$ cat src/rtl/uart_pkg.sv
// Shared UART definitions: transmit FSM state encoding and parameter defaults.
package uart_pkg;

    // Oversampling ticks per bit period and data bits per frame.
    localparam int OS_DEFAULT   = 16;
    localparam int DBIT_DEFAULT = 8;

    // Legal stop-bit counts; the stop period lasts STOP_BITS*OS ticks.
    localparam int STOP_BITS_MIN = 1;
    localparam int STOP_BITS_MAX = 2;

    typedef enum logic [2:0] {
        ST_IDLE   = 3'd0,
        ST_START  = 3'd1,
        ST_DATA   = 3'd2,
        ST_PARITY = 3'd3,
        ST_STOP   = 3'd4
    } tx_state_t;

    // Number of s_tick pulses spent in the stop state.
    function automatic int stop_ticks(input int stop_bits, input int os);
        return stop_bits * os;
    endfunction

endpackage

$ cat src/rtl/uart_tx_ctrl_if.sv
// Byte handshake between the host side (master) and the transmit sequencer (slave).
interface uart_tx_ctrl_if
    import uart_pkg::*;
#(
    parameter int DBIT = DBIT_DEFAULT
) ();

    logic            tx_valid;
    logic [DBIT-1:0] tx_data;
    logic            tx_ready;

    modport master (output tx_valid, output tx_data, input tx_ready);
    modport slave  (input tx_valid, input tx_data, output tx_ready);

endinterface

$ cat src/rtl/uart_baud_cfg.sv
// Configuration registers for the transmitter: baud divisor and parity mode.
// Writes are accepted only while the sequencer is idle; a write while busy
// is dropped and flagged with a one-cycle cfg_err pulse.
module uart_baud_cfg #(
    parameter int DIV_W     = 4,
    parameter int DIV_RESET = 9
) (
    input  logic             clk,
    input  logic             rst,
    input  logic             i_idle,
    input  logic             i_cfg_wr,
    input  logic [DIV_W-1:0] i_cfg_div,
    input  logic             i_cfg_par_en,
    input  logic             i_cfg_par_odd,
    output logic [DIV_W-1:0] o_baud_div,
    output logic             o_par_en,
    output logic             o_par_odd_eff,
    output logic             o_cfg_err
);

    logic [DIV_W-1:0] r_baud_div;
    logic             r_par_en;
    logic             r_par_odd;
    logic             r_cfg_err;
    logic             w_cfg_ok;

    assign w_cfg_ok = i_cfg_wr & i_idle;

    // Capture accepted config writes; flag writes that arrive mid-frame.
    always_ff @(posedge clk or negedge rst) begin
        if (!rst) begin
            r_baud_div <= DIV_W'(DIV_RESET);
            r_par_en   <= 1'b0;
            r_par_odd  <= 1'b0;
            r_cfg_err  <= 1'b0;
        end else begin
            // NOTE: sequential state uses non-blocking assignments so every
            // register samples the pre-edge values, regardless of statement order.
            r_cfg_err <= i_cfg_wr & ~i_idle;
            if (w_cfg_ok) begin
                r_baud_div <= i_cfg_div;
                r_par_en   <= i_cfg_par_en;
                r_par_odd  <= i_cfg_par_odd;
            end
        end
    end

    // A write in the same cycle as a handshake must steer that frame's parity,
    // so the odd/even selection bypasses the register while a write is accepted.
    assign o_par_odd_eff = w_cfg_ok ? i_cfg_par_odd : r_par_odd;
    assign o_par_en      = r_par_en;
    assign o_baud_div    = r_baud_div;
    assign o_cfg_err     = r_cfg_err;

endmodule

$ cat src/rtl/uart_tx_ctrl.sv
// UART transmit sequencer: start bit, DBIT data bits LSB first, optional
// parity, STOP_BITS stop bits, all timed by the oversampling s_tick.
module uart_tx_ctrl
    import uart_pkg::*;
#(
    parameter int DBIT      = DBIT_DEFAULT,
    parameter int OS        = OS_DEFAULT,
    parameter int DIV_W     = 4,
    parameter int DIV_RESET = 9,
    parameter int STOP_BITS = 1
) (
    input  logic               clk,
    input  logic               rst,
    uart_tx_ctrl_if.slave      if_tx,
    input  logic               i_cfg_wr,
    input  logic [DIV_W-1:0]   i_cfg_div,
    input  logic               i_cfg_par_en,
    input  logic               i_cfg_par_odd,
    output logic               o_cfg_err,
    output logic [DIV_W-1:0]   o_baud_div,
    input  logic               i_s_tick,
    output logic               o_tx,
    output logic               o_tx_busy,
    output logic               o_tx_done
);

    localparam int STOP_TICKS = stop_ticks(STOP_BITS, OS);
    localparam int S_W        = $clog2(STOP_TICKS);
    localparam int N_W        = (DBIT > 1) ? $clog2(DBIT) : 1;

    tx_state_t        r_state;
    tx_state_t        w_state_next;
    logic [S_W-1:0]   r_s_cnt;
    logic [N_W-1:0]   r_n;
    logic [DBIT-1:0]  r_shift;
    logic [DBIT-1:0]  w_shift_next;
    logic             r_par_bit;
    logic             r_tx;
    logic             w_tx_next;
    logic             w_tx_done;

    logic             w_idle;
    logic             w_handshake;
    logic             w_bit_end;
    logic             w_stop_end;
    logic             w_seg_end;
    logic             w_last_bit;
    logic             w_par_en;
    logic             w_par_odd_eff;

    uart_baud_cfg #(
        .DIV_W     (DIV_W),
        .DIV_RESET (DIV_RESET)
    ) u_baud_cfg (
        .clk           (clk),
        .rst           (rst),
        .i_idle        (w_idle),
        .i_cfg_wr      (i_cfg_wr),
        .i_cfg_div     (i_cfg_div),
        .i_cfg_par_en  (i_cfg_par_en),
        .i_cfg_par_odd (i_cfg_par_odd),
        .o_baud_div    (o_baud_div),
        .o_par_en      (w_par_en),
        .o_par_odd_eff (w_par_odd_eff),
        .o_cfg_err     (o_cfg_err)
    );

    assign w_idle      = (r_state == ST_IDLE);
    assign w_handshake = if_tx.tx_valid & w_idle;
    assign w_bit_end   = i_s_tick & (r_s_cnt == S_W'(OS - 1));
    assign w_stop_end  = i_s_tick & (r_s_cnt == S_W'(STOP_TICKS - 1));
    assign w_seg_end   = (r_state == ST_STOP) ? w_stop_end : w_bit_end;
    assign w_last_bit  = (r_n == N_W'(DBIT - 1));

    // State register; async reset aborts any frame in progress.
    always_ff @(posedge clk or negedge rst) begin
        if (!rst) begin
            r_state <= ST_IDLE;
        end else begin
            r_state <= w_state_next;
        end
    end

    // Next-state decode: each state ends on the tick that completes its period.
    always_comb begin
        // NOTE: default assignment first so no path leaves the signal unassigned,
        // which would otherwise infer a latch.
        w_state_next = r_state;
        case (r_state)
            ST_IDLE:   if (w_handshake) w_state_next = ST_START;
            ST_START:  if (w_bit_end)   w_state_next = ST_DATA;
            ST_DATA:   if (w_bit_end && w_last_bit)
                           w_state_next = w_par_en ? ST_PARITY : ST_STOP;
            ST_PARITY: if (w_bit_end)   w_state_next = ST_STOP;
            ST_STOP:   if (w_stop_end)  w_state_next = ST_IDLE;
            default:   w_state_next = ST_IDLE;
        endcase
    end

    // Outputs: next shift value, the line level for the next state, and tx_done.
    always_comb begin
        w_tx_done    = (r_state == ST_STOP) && w_stop_end;
        w_shift_next = r_shift;
        if (w_handshake) begin
            w_shift_next = if_tx.tx_data;
        end else if ((r_state == ST_DATA) && w_bit_end) begin
            w_shift_next = r_shift >> 1;
        end
        // The line is registered, so its value is derived from where the FSM goes next.
        w_tx_next = 1'b1;
        case (w_state_next)
            ST_START:  w_tx_next = 1'b0;
            ST_DATA:   w_tx_next = w_shift_next[0];
            ST_PARITY: w_tx_next = r_par_bit;
            default:   w_tx_next = 1'b1;
        endcase
    end

    // Datapath: tick counter, bit index, shift register, parity and line register.
    always_ff @(posedge clk or negedge rst) begin
        if (!rst) begin
            // NOTE: the shift register and counters are reset too; they are few
            // flops and a known value keeps the idle line and debug views clean.
            r_s_cnt   <= '0;
            r_n       <= '0;
            r_shift   <= '0;
            r_par_bit <= 1'b0;
            r_tx      <= 1'b1;
        end else begin
            r_shift <= w_shift_next;
            r_tx    <= w_tx_next;
            if (w_handshake) begin
                r_s_cnt   <= '0;
                r_par_bit <= (^if_tx.tx_data) ^ w_par_odd_eff;
            end else if (!w_idle && i_s_tick) begin
                r_s_cnt <= w_seg_end ? '0 : r_s_cnt + 1'b1;
            end
            if ((r_state == ST_START) && w_bit_end) begin
                r_n <= '0;
            end else if ((r_state == ST_DATA) && w_bit_end && !w_last_bit) begin
                r_n <= r_n + 1'b1;
            end
        end
    end

    assign if_tx.tx_ready = w_idle;
    assign o_tx_busy      = ~w_idle;
    assign o_tx           = r_tx;
    assign o_tx_done      = w_tx_done;

endmodule

$ cat src/flat_wrapper.sv
// flat-port wrapper written by rule: the top's interface ports become plain ports
module uart_tx_ctrl_flat import uart_pkg::*;
#(
    parameter int DBIT      = DBIT_DEFAULT,
    parameter int OS        = OS_DEFAULT,
    parameter int DIV_W     = 4,
    parameter int DIV_RESET = 9,
    parameter int STOP_BITS = 1
)
  (clk, rst, i_cfg_wr, i_cfg_div, i_cfg_par_en, i_cfg_par_odd, o_cfg_err, o_baud_div, i_s_tick, o_tx, o_tx_busy, o_tx_done, if_tx_tx_valid, if_tx_tx_data, if_tx_tx_ready);
  uart_tx_ctrl_if #(.DBIT(DBIT)) if_tx_i ();
  input  logic clk;
  input  logic rst;
  input  logic i_cfg_wr;
  input  logic [DIV_W-1:0] i_cfg_div;
  input  logic i_cfg_par_en;
  input  logic i_cfg_par_odd;
  output logic o_cfg_err;
  output logic [DIV_W-1:0] o_baud_div;
  input  logic i_s_tick;
  output logic o_tx;
  output logic o_tx_busy;
  output logic o_tx_done;
  input wire logic [$bits(if_tx_i.tx_valid)-1:0] if_tx_tx_valid;
  input wire logic [$bits(if_tx_i.tx_data)-1:0] if_tx_tx_data;
  output wire logic [$bits(if_tx_i.tx_ready)-1:0] if_tx_tx_ready;
  assign if_tx_i.tx_valid = if_tx_tx_valid;
  assign if_tx_i.tx_data = if_tx_tx_data;
  assign if_tx_tx_ready = if_tx_i.tx_ready;
  uart_tx_ctrl #(.DBIT(DBIT), .OS(OS), .DIV_W(DIV_W), .DIV_RESET(DIV_RESET), .STOP_BITS(STOP_BITS)) u_core (.clk(clk), .rst(rst), .if_tx(if_tx_i), .i_cfg_wr(i_cfg_wr), .i_cfg_div(i_cfg_div), .i_cfg_par_en(i_cfg_par_en), .i_cfg_par_odd(i_cfg_par_odd), .o_cfg_err(o_cfg_err), .o_baud_div(o_baud_div), .i_s_tick(i_s_tick), .o_tx(o_tx), .o_tx_busy(o_tx_busy), .o_tx_done(o_tx_done));
endmodule
$ cat config.mk
export PLATFORM = sky130hd
export DESIGN_NAME = uart_tx_ctrl_flat
export DESIGN_NICKNAME = d
export VERILOG_FILES = /design/src/rtl/uart_pkg.sv /design/src/rtl/uart_tx_ctrl_if.sv /design/src/rtl/uart_baud_cfg.sv /design/src/rtl/uart_tx_ctrl.sv /design/src/flat_wrapper.sv
export SDC_FILE = /design/constraint.sdc
export NUM_CORES = 1
export LEC_CHECK = 0
export CORE_AREA = 2 2 67 53
export CTS_BUF_LIST = sky130_fd_sc_hd__clkbuf_2
export DETAILED_ROUTE_END_ITERATION = 10
export DIE_AREA = 0 0 69 55
export GPL_ROUTABILITY_DRIVEN = 1
export PLACE_DENSITY = 0.77
export RECOVER_POWER = 25
export REMOVE_ABC_BUFFERS = 1
export SLEW_MARGIN = 20
export SYNTH_ARGS = -nofsm -noshare
export SYNTH_HDL_FRONTEND = slang
export SYNTH_SLANG_ARGS = --single-unit
export TNS_END_PERCENT = 10
$ cat constraint.sdc
create_clock -name clk -period 2.41 [get_ports clk]
set_clock_uncertainty 0.05 [all_clocks]
set_input_delay 0.482 -clock clk [delete_from_list [all_inputs] [get_ports clk]]
set_output_delay 0.482 -clock clk [all_outputs]
set_load 0.01 [all_outputs]
# Yosys cells after proc, flatten, opt, wreduce, memory -nomap -nowiden

Index checks and enable logic that the tools add are counted.

Add/sub/neg operators: 2
Eq/ne operators: 9
Multiplexer cells: 16
Bitwise logic cells: 6
Reduce and logical (&&, ||, !) cells: 13

Operator list:

| operator                                       | number |
|---|---|
| 2-to-1 mux 3 bit                               | 8 |
| 2-to-1 mux 8 bit                               | 2 |
| one-hot mux 3 bit (5 select lines)             | 1 |
| == test 3 x 2 -> 1 bit (second input constant) | 4 |
| 2-to-1 mux 4 bit                               | 3 |
| parity 8 bit                                   | 1 |
| == test 3 x 1 -> 1 bit (second input constant) | 2 |
| == test 3 bit (second input constant)          | 2 |
| logical AND 1 bit                              | 6 |
| nonzero test 2 bit                             | 3 |
| adder 4 x 1 -> 4 bit (second input constant)   | 1 |
| bitwise AND 1 bit                              | 4 |
| == test 4 bit (second input constant)          | 1 |
| adder 3 x 1 -> 3 bit (second input constant)   | 1 |
| zero test 3 bit                                | 1 |
| one-hot mux 1 bit (3 select lines)             | 1 |
| zero test 1 bit                                | 2 |
| 2-to-1 mux 1 bit                               | 1 |
| NOT 1 bit                                      | 1 |
| XOR 1 bit                                      | 1 |

Bits in registers: 27
Bits of input ports: 19
Output and inout port bits: 9
Word-level logic and storage cells: 57

# Logic depth before layout (Yosys ltp)

Gate-level depths: netlist (run 1).

Depth in word-level cells: 7
Depth in mapped cells: 9
Gate-level depth less buffers: 7

# By module

A second synthesis (run 1) with hierarchy kept.

Cells, all modules: 124
Area total of the unflattened synthesis: 1405.1 um^2

By module, submodules not included:

| module        | times used | cells each | area each (um^2) | sequential area each (um^2) |
|---|---|---|---|---|
| uart_tx_ctrl  | 1          | 109        | 1117.3           | 501.7 |
| uart_baud_cfg | 1          | 15         | 287.8            | 177.7 |

# Least setup slack after synthesis (run 1)

OpenSTA, ideal clock, no wires.

Path type: register to register
Start point: register u_core.r_state[1]
End point: register u_core.r_par_bit
Setup time: 0.155 ns
Arrival time: 1.826 ns
Data required time: 2.205 ns
Setup slack: 0.379 ns
Cell stages (with the launch flop): 10
Buffers on the path: 3
Period minus slack after synthesis: 2.031 ns
Cells stage by stage: dfrtp_1 > buf_6 > or3_4 > buf_6 > inv_4 > and2_4 > buf_6 > mux2_4 > xnor2_1 > a21oi_1

Word-level cells in the longest chain between the ends: 4
Elaborated cells on any way between the ends: 5
Classes of those cells: 1 x mux; 3 x bitwise; 1 x reduce/logical

Ends and longest elaborated chain:

| element                             | line                | RTL |
|---|---|---|
| start: declaration                  | uart_tx_ctrl.sv:31  | `tx_state_t r_state;` |
| start signal: assignment            | uart_tx_ctrl.sv:80  | `r_state <= w_state_next;` |
| zero test 3 bit                     | uart_tx_ctrl.sv:68  | `assign w_idle = (r_state == ST_IDLE);` |
| net if_tx_tx_ready                  | flat_wrapper.sv:26  | `output wire logic [$bits(if_tx_i.tx_ready)-1:0] if_tx_tx_ready;` |
| bitwise AND 1 bit                   | uart_baud_cfg.sv:27 | `assign w_cfg_ok = i_cfg_wr & i_idle;` |
| 2-to-1 mux 1 bit                    | n/a                 |  |
| net u_core.u_baud_cfg.o_par_odd_eff | uart_baud_cfg.sv:17 | `output logic o_par_odd_eff,` |
| XOR 1 bit                           | uart_tx_ctrl.sv:134 | `r_par_bit <= (^if_tx.tx_data) ^ w_par_odd_eff;` |
| end signal: assignment              | uart_tx_ctrl.sv:134 |  |
| end: declaration                    | uart_tx_ctrl.sv:37  | `logic r_par_bit;` |

The timed path passes the listed nets, and every way through them passes these cells.
A chain may end at the register's enable or synchronous reset.

# Worst setup path after layout (run 1)

Start point: register u_core.r_state[1]
End point: output port o_tx_busy

Word-level cells in the longest chain between the ends: 2

Ends and longest elaborated chain:

| element          | line                | RTL |
|---|---|---|
| zero test 3 bit  | uart_tx_ctrl.sv:68  |  |
| NOT 1 bit        | uart_tx_ctrl.sv:147 | `assign o_tx_busy = ~w_idle;` |
| end: declaration | flat_wrapper.sv:22  | `output logic o_tx_busy;` |

Every way passes these cells.

==> flow_summary.json, run 1 <==
{
  "clk_latency_ns": 0.35,
  "power-per-cell-area_nw_per_um2": 759,
  "routed_via_density": 5.23,
  "gr-max-usage-layer": "met2",
  "gr-usage-met1_pct": 20.4,
  "timing.critical_path.from": "u_core.r_state[1]$_DFF_PN0_",
  "totalNegativeSetupSlack_ns": 0,
  "required_ns": 1.88,
  "critical_path.endpoint": "o_tx_busy",
  "cts.sinks": 27,
  "hold_class": "flip-flop to flip-flop",
  "die-width_um": 69,
  "groute.layer.met2.usage_pct": 27.4,
  "final-max-slew-violation-count": 0,
  "area_of_the_die_sq_um": 3800,
  "timing.critical_path.to_type": "primary output",
  "start_util_pct": 43.8,
  "yosys_most_used_dff": "dfrtp_1",
  "min_period_over_period_pct": 94.8,
  "setup_ws_ns": 0.125,
  "timing.critical_path.from_type": "flip-flop",
  "synth.yosys.warnings": 0,
  "async_flop_share_pct": 100,
  "slew_headroom_pct": 4.49,
  "design.final.nets": 185,
  "dp_hpwl_um": 1980,
  "worst-endpoint-arrival_ns": 1.75,
  "globalRouteTotalUtil_pct": 16.1,
  "row_count": 18,
  "clock_tree_from_tritoncts": "built",
  "largest_net_degree_at_the_start_of_global_routing": 28,
  "netlist.area_leader.share_pct": 43.5,
  "commonest_cells_in_the_synthesized_netlist": "dfrtp_1 (24), nand2_1 (18), nor2_1 (9)",
  "number_of_violations_reported_at_the_end_of_detailed_routing_iteration_0": 48,
  "gp_congestion": 0.919,
  "setup_viol": 0,
  "clock_tree.buffer_depth": 2,
  "critical_path_peak_fanout": 7,
  "placement.io_buffers": 27,
  "tightestPinTransition_ns": 1.43,
  "synth_area_leader_cell": "dfrtp_1",
  "clk_pin_slew_ns": 0.24,
  "groute.layer.met3.usage_pct": 5.07,
  "routed_wl_um": 2850,
  "first_pass_iters": 4,
  "run_status": "finished clean",
  "power.static_leakage_nw": 0.781,
  "post_synth_main_area_contributors": "dfrtp_1 (44%), dfstp_2 (5.7%), xnor2_1 (5.1%), nand2_1 (4.9%), mux2_2 (4.1%)",
  "cts_root_buf": "clkbuf_2",
  "synthesized_instance_count": 125,
  "post_route_cells_drive_above_1_share_pct": 23.5,
  "post_synth.cell_area_avg_sq_um": 11.0,
  "achievable-frequency_mhz": 438,
  "grt_pass1_wl_um": 4710,
  "num_antenna_cells": 0,
  "flow.area_growth_from_synthesis_pct": 27.5,
  "ctsHtreeMaxLevel": 1,
  "fp.coreArea_sq_um": 3150,
  "synth-seq-cells": 27,
  "ports": 28,
  "gr-total-overflow": 0,
  "cts-buffers-inserted": 3,
  "max-vdd-ir-drop_mv": 0.331,
  "reg2reg_to": "u_core.o_tx$_DFF_PN1_",
  "place_ws_ns": 0.0612,
  "die-height_um": 55,
  "post-route-min-period_ns": 2.28,
  "remaining_drc_errors": 0,
  "ys_types": 39,
  "antenna_violations_before_repair": 0,
  "synth_seq_area_share_pct": 49.2,
  "reg2regPathDepth": 7,
  "rsz0062_at_grt": "no",
  "post_synthesis_instance_area_sq_um": 1380,
  "timing.max_cap.violations": 0,
  "worst_r2r_startpoint": "u_core.r_s_cnt[0]$_DFFE_PN0P_",
  "timing.reg2reg.setup_slack_ns": 0.41,
  "detail_route.wl_per_cell_um": 14.1,
  "timing_worst_setup_path_type": "flip-flop to primary output",
  "routed-via-count": 1057,
  "grt_pass1_vias": 1024,
  "finalHoldViolations": 0,
  "post_synth_edffs": 0,
  "ant_nets": 0,
  "synthMostInstantiatedCell": "dfrtp_1"
}
[sequential cells by signal, indices dropped and copies added (netlist names)]
signal and count:
u_core.r_state 3, u_core.u_baud_cfg.o_cfg_err 1, u_core.u_baud_cfg.o_baud_div 4, u_core.o_tx 1, u_core.r_shift 8, u_core.r_s_cnt 4, u_core.u_baud_cfg.r_par_odd 1, u_core.r_par_bit 1
u_core.r_n 3, u_core.u_baud_cfg.o_par_en 1
[power by group]
part	total, mW	switching [mW]	internal [mW]
Clock	0.173	0.129	0.0438
Combinational	0.471	0.215	0.257
Sequential	0.690	0.0855	0.605
[area by class of cell]
cell class / instances / area, sq um
clock buffers: 4 / 20.0
multi-input cells: 89 / 634
fillers: 273 / 1390
repair buffers: 39 / 358
flip-flops and latches: 27 / 683
well taps: 40 / 50.0
inverters: 3 / 13.8
[logic make-up (layout without fill, tap and decap cells)]
| group | count (synthesis) | count (layout) | synth area share (%) |
|---|---|---|---|
| AND/OR/NAND/NOR | 43 | 43 | 16.3 |
| flip-flops | 27 | 27 | 49.2 |
| AO/OA/AOI/OAI | 26 | 26 | 14.4 |
| XOR/XNOR | 9 | 9 | 5.71 |
| buffers and inverters | 9 | 46 | 4.99 |
| multiplexers | 8 | 8 | 6.62 |
| adder cells (fa/ha/maj) | 3 | 3 | 2.72 |
[through the flow]
stage	area [sq um]	hold WS, ns	utilization, %	power [mW]	instances
after global placement	1700	0.412	53.8	1.11	193
after floorplan	1330	0.136	-	0.955	119
final	1760	0.466	55.8	1.33	202
after global routing	1760	0.492	55.8	1.43	202
after CTS	1740	0.399	55.3	1.32	200
after detailed placement	1700	0.416	53.8	1.13	193
[per-layer routing]
layer	vias up	routed length, um
li1	509	-
met1	516	1310
met2	28	1370
met3	4	158
met4	0	19
met5	-	0
[what timing repair did]
action	CTS	global route
setup buffers	3	2
endpoints found under the setup margin	2	1
hold buffers	0	0
resized for setup	4	2
cloned	0	0
[worst min path at each step]
stage / start / endpoint / slack, ns / cells after the start
3_3_place_gp: u_core.r_shift[2]$_DFFE_PN0P_ / u_core.r_shift[2]$_DFFE_PN0P_ / 0.41 / 2
2_1_floorplan: rst / u_core.r_n[0]$_DFFE_PN0P_ / 0.14 / 0
5_1_grt: u_core.r_shift[2]$_DFFE_PN0P_ / u_core.r_shift[2]$_DFFE_PN0P_ / 0.49 / 2
3_5_place_dp: u_core.r_shift[2]$_DFFE_PN0P_ / u_core.r_shift[2]$_DFFE_PN0P_ / 0.42 / 2
6_report: u_core.r_shift[3]$_DFFE_PN0P_ / u_core.r_shift[3]$_DFFE_PN0P_ / 0.47 / 2
4_1_cts: rst / u_core.u_baud_cfg.r_par_odd$_DFF_PN0_ / 0.40 / 2
[layout by cell type (no fill, tap or decap), types with 2 or more instances in the layout]
cell type        instances
o31ai_1                  3
o22ai_1                  2
dfrtp_2                  3
dfstp_2                  3
clkbuf_2                 4
nand3_1                  2
nor3_1                   2
clkdlybuf4s50_1         24
nor2_1                   9
mux2i_1                  2
a22oi_1                  6
inv_1                    2
o21ai_0                  4
buf_4                   11
dfrtp_1                 21
xnor2_1                  8
nand2_1                 18
ha_1                     2
o21bai_1                 2
mux2_2                   5
a21oi_1                  4
[critical path, stage by stage (launching register included)]
cell and delay (ns):
dfrtp_2 0.46, or3_4 0.44, clkdlybuf4s50_1 0.50
(Power assumes the default switching activity.)
==> run 2, diff against run 1 <==
CORE_AREA = 2 2 81 63   (was 2 2 67 53)
DIE_AREA = 0 0 83 65   (was 0 0 69 55)
PLACE_DENSITY = 0.59   (was 0.77)
==> run 2 against run 1 <==
Effect of this change: sequential power about the same; combinational power up 1%; sequential share of layout area down 0.86 points; count of clock-buffer cells in the layout unchanged; highest routed layer unchanged.
==> flow_summary.json, run 2 (synthesized netlist as in run 1, its figures left out) <==
{
  "area_of_the_die_sq_um": 5400,
  "largest_net_degree_at_the_start_of_global_routing": 28,
  "finalInstanceArea_sq_um": 1790,
  "cts_root_buf": "clkbuf_2",
  "hold_end": "u_core.r_shift[4]$_DFFE_PN0P_",
  "hold_class": "flip-flop to flip-flop",
  "finalHoldViolations": 0,
  "detail_route.wl_per_cell_um": 13.1,
  "setup_ws_ns": 0.139,
  "setup_viol": 0,
  "number_of_violations_reported_at_the_end_of_detailed_routing_iteration_0": 60,
  "min_period_over_period_pct": 94.2,
  "row_count": 22,
  "timing.reg2reg.setup_slack_ns": 0.23,
  "gp_congestion": 0.832,
  "timing.max_cap.violations": 0,
  "clk_pin_slew_ns": 0.25,
  "tightestPinTransition_ns": 1.45,
  "post_route_cells_drive_above_1_share_pct": 22.0,
  "die-width_um": 83,
  "achievable-frequency_mhz": 440,
  "largest_register_ffs": 8,
  "hold_start": "u_core.r_shift[4]$_DFFE_PN0P_",
  "timing.critical_path.from_type": "flip-flop",
  "critical_path_peak_fanout": 7,
  "routed_wl_um": 2950,
  "ctsHtreeMaxLevel": 1,
  "antenna_violations_before_repair": 0,
  "timing.critical_path.from": "u_core.r_state[0]$_DFF_PN0_",
  "worst-endpoint-arrival_ns": 1.74,
  "slew_headroom_pct": 3.61,
  "globalRouteTotalUtil_pct": 12.0,
  "clock_tree_from_tritoncts": "built",
  "clock_tree.buffer_depth": 2,
  "reg2reg_to": "u_core.o_tx$_DFF_PN1_",
  "top_register": "u_core.r_shift",
  "timing_worst_setup_path_type": "flip-flop to primary output",
  "grt_pass1_vias": 1101,
  "placement.io_buffers": 27,
  "cts-buffers-inserted": 3,
  "max-vdd-ir-drop_mv": 0.382,
  "power.static_leakage_nw": 0.780,
  "design.final.nets": 187,
  "ant_nets": 0,
  "run_status": "finished clean",
  "remaining_drc_errors": 0,
  "gr-total-overflow": 0,
  "area_after_detailed_placement_sq_um": 1750,
  "num_antenna_cells": 0,
  "place_ws_ns": -0.0790,
  "first_pass_iters": 4,
  "routed-via-count": 1062,
  "clk_latency_ns": 0.36,
  "nFillCells": 459,
  "die-height_um": 65,
  "timing.critical_path.to_type": "primary output",
  "power-per-cell-area_nw_per_um2": 749,
  "rsz0062_at_grt": "no",
  "worstHoldPathCells": 2,
  "grt_pass1_wl_um": 5120,
  "dp_hpwl_um": 2230,
  "final-max-slew-violation-count": 0,
  "fp.coreArea_sq_um": 4710,
  "flow.area_growth_from_synthesis_pct": 29.6,
  "final_cell_mix": "clkdlybuf4s50_1 (24), dfrtp_1 (24), nand2_1 (18)",
  "post-route-min-period_ns": 2.27,
  "routed_via_density": 4.74,
  "start_util_pct": 29.3,
  "required_ns": 1.88,
  "worst_r2r_startpoint": "u_core.r_s_cnt[0]$_DFFE_PN0P_",
  "holdBufCountCts": 0,
  "fin_hold_ws_ns": 0.461,
  "fin_util_pct": 38.0,
  "reg2regPathDepth": 8,
  "ports": 28,
  "cts.sinks": 27
}
[run 2: changes by cell type in the layout (fill, tap and decap cells not counted), sizes merged]
cell,previous run,this run
buf,11,13
dlymetal6s2s,1,0
dlygate4sd2,1,2
[run 2: worst max-delay path by stage]
stage | end | slack (ns)
after floorplan | u_core.o_tx$_DFF_PN1_ | 0.48
after global placement | o_tx_done | -0.05
after detailed placement | u_core.o_tx$_DFF_PN1_ | -0.08
after CTS | o_tx_busy | 0.12
after global routing | o_tx_busy | 0.03
final | o_tx_busy | 0.14
[run 2: what timing repair did]
action | in CTS | in global routing
resized for setup | 2 | 0
setup endpoints to repair | 2 | 0
setup buffers | 3 | 0
[run 2: layer usage]
layer	track usage, %	vias up	part of all wire (%)
met2	18.2	30	47
met3	3.95	8	5.4
met1	15.7	506	45
met5	0	-	0
met4	5.33	0	2.6
li1	-	518	-
[run 2: stage by stage]
step                total power, mW  cells  TNS, ns
global route                   1.45    224        0
CTS                            1.35    224        0
detailed placement             1.15    217   -0.147
finish                         1.34    224        0
floorplan                     0.955    119        0
global placement               1.13    217  -0.0888
[run 2: critical path, cell delays in order, from the launching register on]
cell and delay (ns):
dfrtp_1 0.45, or3_4 0.43, clkdlybuf4s50_1 0.50
[run 2: power by group]
group          switching [mW]  internal [mW]
Clock                   0.131         0.0438
Sequential             0.0862          0.603
Combinational           0.219          0.257
Total                   0.436          0.904
[run 2: final cells by class]
cell class | count | area (sq um) | area share, %
sequential | 27 | 679 | 38.0
multi-input combinational | 89 | 632 | 35.3
timing repair buffer | 41 | 369 | 20.6
tap | 60 | 75.1 | 4.20
clock buffer | 4 | 20.0 | 1.12
inverter | 3 | 13.8 | 0.769
==> run 3, diff against run 2 <==
CORE_AREA = 2 2 63 50   (was 2 2 81 63)
DIE_AREA = 0 0 65 52   (was 0 0 83 65)
PLACE_DENSITY = 0.85   (was 0.59)
==> run 3 against run 2 <==
Effect of this change: critical path depth unchanged; worst setup slack worse by 0.038 ns; non-clock buffer count down 4; largest power group unchanged; register-to-register slack better by 0.15 ns; wire length down 3.8%; die area down 37%; core utilization up 24 points; design area down 2.7%; power down 1.6%; first-iteration DRC count up 28%.
==> flow_summary.json, run 3 (synthesized netlist as in run 1, its figures left out) <==
{
  "fin_util_pct": 62.5,
  "setup_viol": 0,
  "place_ws_ns": 0.0533,
  "remaining_drc_errors": 0,
  "area_of_the_die_sq_um": 3380,
  "design.final.nets": 183,
  "row_count": 17,
  "grt_pass1_vias": 1055,
  "hold_class": "flip-flop to flip-flop",
  "top_register": "u_core.r_shift",
  "path_delay_family": "buffers and inverters",
  "post-route-min-period_ns": 2.31,
  "ant_nets": 0,
  "largest_register_ffs": 8,
  "cts_root_buf": "clkbuf_2",
  "holdBufCountCts": 0,
  "ctsHtreeMaxLevel": 1,
  "timing.critical_path.to_type": "primary output",
  "routed_via_density": 5.51,
  "worst-endpoint-arrival_ns": 1.78,
  "fp.coreArea_sq_um": 2790,
  "power.static_leakage_nw": 0.771,
  "routed-via-count": 1090,
  "gp_congestion": 0.860,
  "required_ns": 1.88,
  "timing.critical_path.from_type": "flip-flop",
  "final-max-slew-violation-count": 0,
  "timing_worst_setup_path_type": "flip-flop to primary output",
  "min_period_over_period_pct": 95.8,
  "flow.area_growth_from_synthesis_pct": 26.2,
  "final_cell_mix": "clkdlybuf4s50_1 (24), dfrtp_1 (21), nand2_1 (18)",
  "tightestPinTransition_ns": 1.43,
  "first_pass_iters": 4,
  "die-height_um": 52,
  "cpPeakStageDelay_ns": 0.50,
  "number_of_violations_reported_at_the_end_of_detailed_routing_iteration_0": 77,
  "antenna_violations_before_repair": 0,
  "gr-total-overflow": 0,
  "dp_hpwl_um": 2100,
  "clk_latency_ns": 0.37,
  "ports": 28,
  "globalRouteTotalUtil_pct": 18.9,
  "critPathBufInv": 1,
  "timing.max_cap.violations": 0,
  "largest_net_degree_at_the_start_of_global_routing": 28,
  "achievable-frequency_mhz": 433,
  "cts-buffers-inserted": 3,
  "clock_tree_from_tritoncts": "built",
  "routed_wl_um": 2830,
  "layout_commonest_cell": "clkdlybuf4s50_1",
  "cp_cell_sequence": "or3_4, clkdlybuf4s50_1",
  "start_util_pct": 49.5,
  "totalNegativeSetupSlack_ns": 0,
  "die-width_um": 65,
  "finalHoldViolations": 0,
  "placement.io_buffers": 27,
  "cts.sinks": 27,
  "setup_ws_ns": 0.101,
  "max-vdd-ir-drop_mv": 0.322,
  "clock_tree.buffer_depth": 2,
  "clk_pin_slew_ns": 0.26,
  "critical_path_peak_fanout": 7,
  "run_status": "finished clean",
  "power-per-cell-area_nw_per_um2": 757,
  "grt_pass1_wl_um": 4810,
  "post_route_cells_drive_above_1_share_pct": 22.5,
  "detail_route.wl_per_cell_um": 14.3,
  "power.total_mw": 1.32,
  "worst_path_max_delay_cell": "clkdlybuf4s50_1",
  "num_antenna_cells": 0,
  "rsz0062_at_grt": "no",
  "slew_headroom_pct": 4.97
}
## run 3: cell types whose count changed in the layout (fill, tap and decap cells not counted)
cell,previous run,this run
buf_4,13,9
clkbuf_2,4,3
dfrtp_2,0,3
ha_2,0,1
dlygate4sd2_1,2,1
clkinv_2,0,1
dfrtp_1,24,21
dlymetal6s2s_1,0,1
ha_1,3,2
## run 3: layout make-up
type,instances,area [sq um]
well taps,38,47.5
repair buffers,37,343
inverters,3,13.8
clock inverters,1,5.00
flip-flops and latches,27,683
fillers,221,1040
multi-input cells,89,634
clock buffers,3,15.0
## run 3: metal layers
layer / global-route usage, % / routed length [um] / up-vias
met5: 0 / 0 / -
met4: 5.67 / 31 / 0
met3: 5.19 / 145 / 4
met2: 32.3 / 1430 / 32
met1: 23.5 / 1220 / 540
li1: - / - / 514
## run 3: tightest hold or removal path, cell delays in order, from the launching register on
cell     delay (ns)
dfrtp_1        0.40
nand2_1        0.05
nand2_1        0.05
## run 3: final timing paths
check                                              startpoint  slack, ns  cells after the start                            end
worst max-delay path              u_core.r_state[1]$_DFF_PN0_       0.10                      2                      o_tx_busy
worst min-delay path            u_core.r_shift[4]$_DFFE_PN0P_       0.46                      2  u_core.r_shift[4]$_DFFE_PN0P_
worst max register to register  u_core.r_s_cnt[0]$_DFFE_PN0P_       0.38                      7          u_core.o_tx$_DFF_PN1_
worst min register to register  u_core.r_shift[4]$_DFFE_PN0P_       0.46                      2  u_core.r_shift[4]$_DFFE_PN0P_
max in group asynchronous                                 rst       0.50                      2    u_core.r_state[0]$_DFF_PN0_
min in group asynchronous                                 rst       0.88                      2  u_core.r_s_cnt[2]$_DFFE_PN0P_
## run 3: timing repair
item                                    in CTS  in global routing
buffers inserted                             3                  0
endpoints found under the setup margin       2                  1
cloned                                       0                  0
resized for setup                            4                  2
## run 3: through the flow
| stage | instances | cell area [sq um] | hold WS (ns) |
|---|---|---|---|
| floorplan | 119 | 1330 | 0.136 |
| global route | 198 | 1740 | 0.513 |
| detailed placement | 191 | 1700 | 0.412 |
| finish | 198 | 1740 | 0.457 |
| CTS | 198 | 1740 | 0.389 |
| global placement | 191 | 1700 | 0.410 |
## run 3: report_power, final
group / switching (mW) / internal, mW / leakage [nW] / total [mW]
logic: 0.211 / 0.241 / 0.428 / 0.452
clock network: 0.136 / 0.0377 / 0.0164 / 0.174
registers: 0.0876 / 0.605 / 0.326 / 0.692
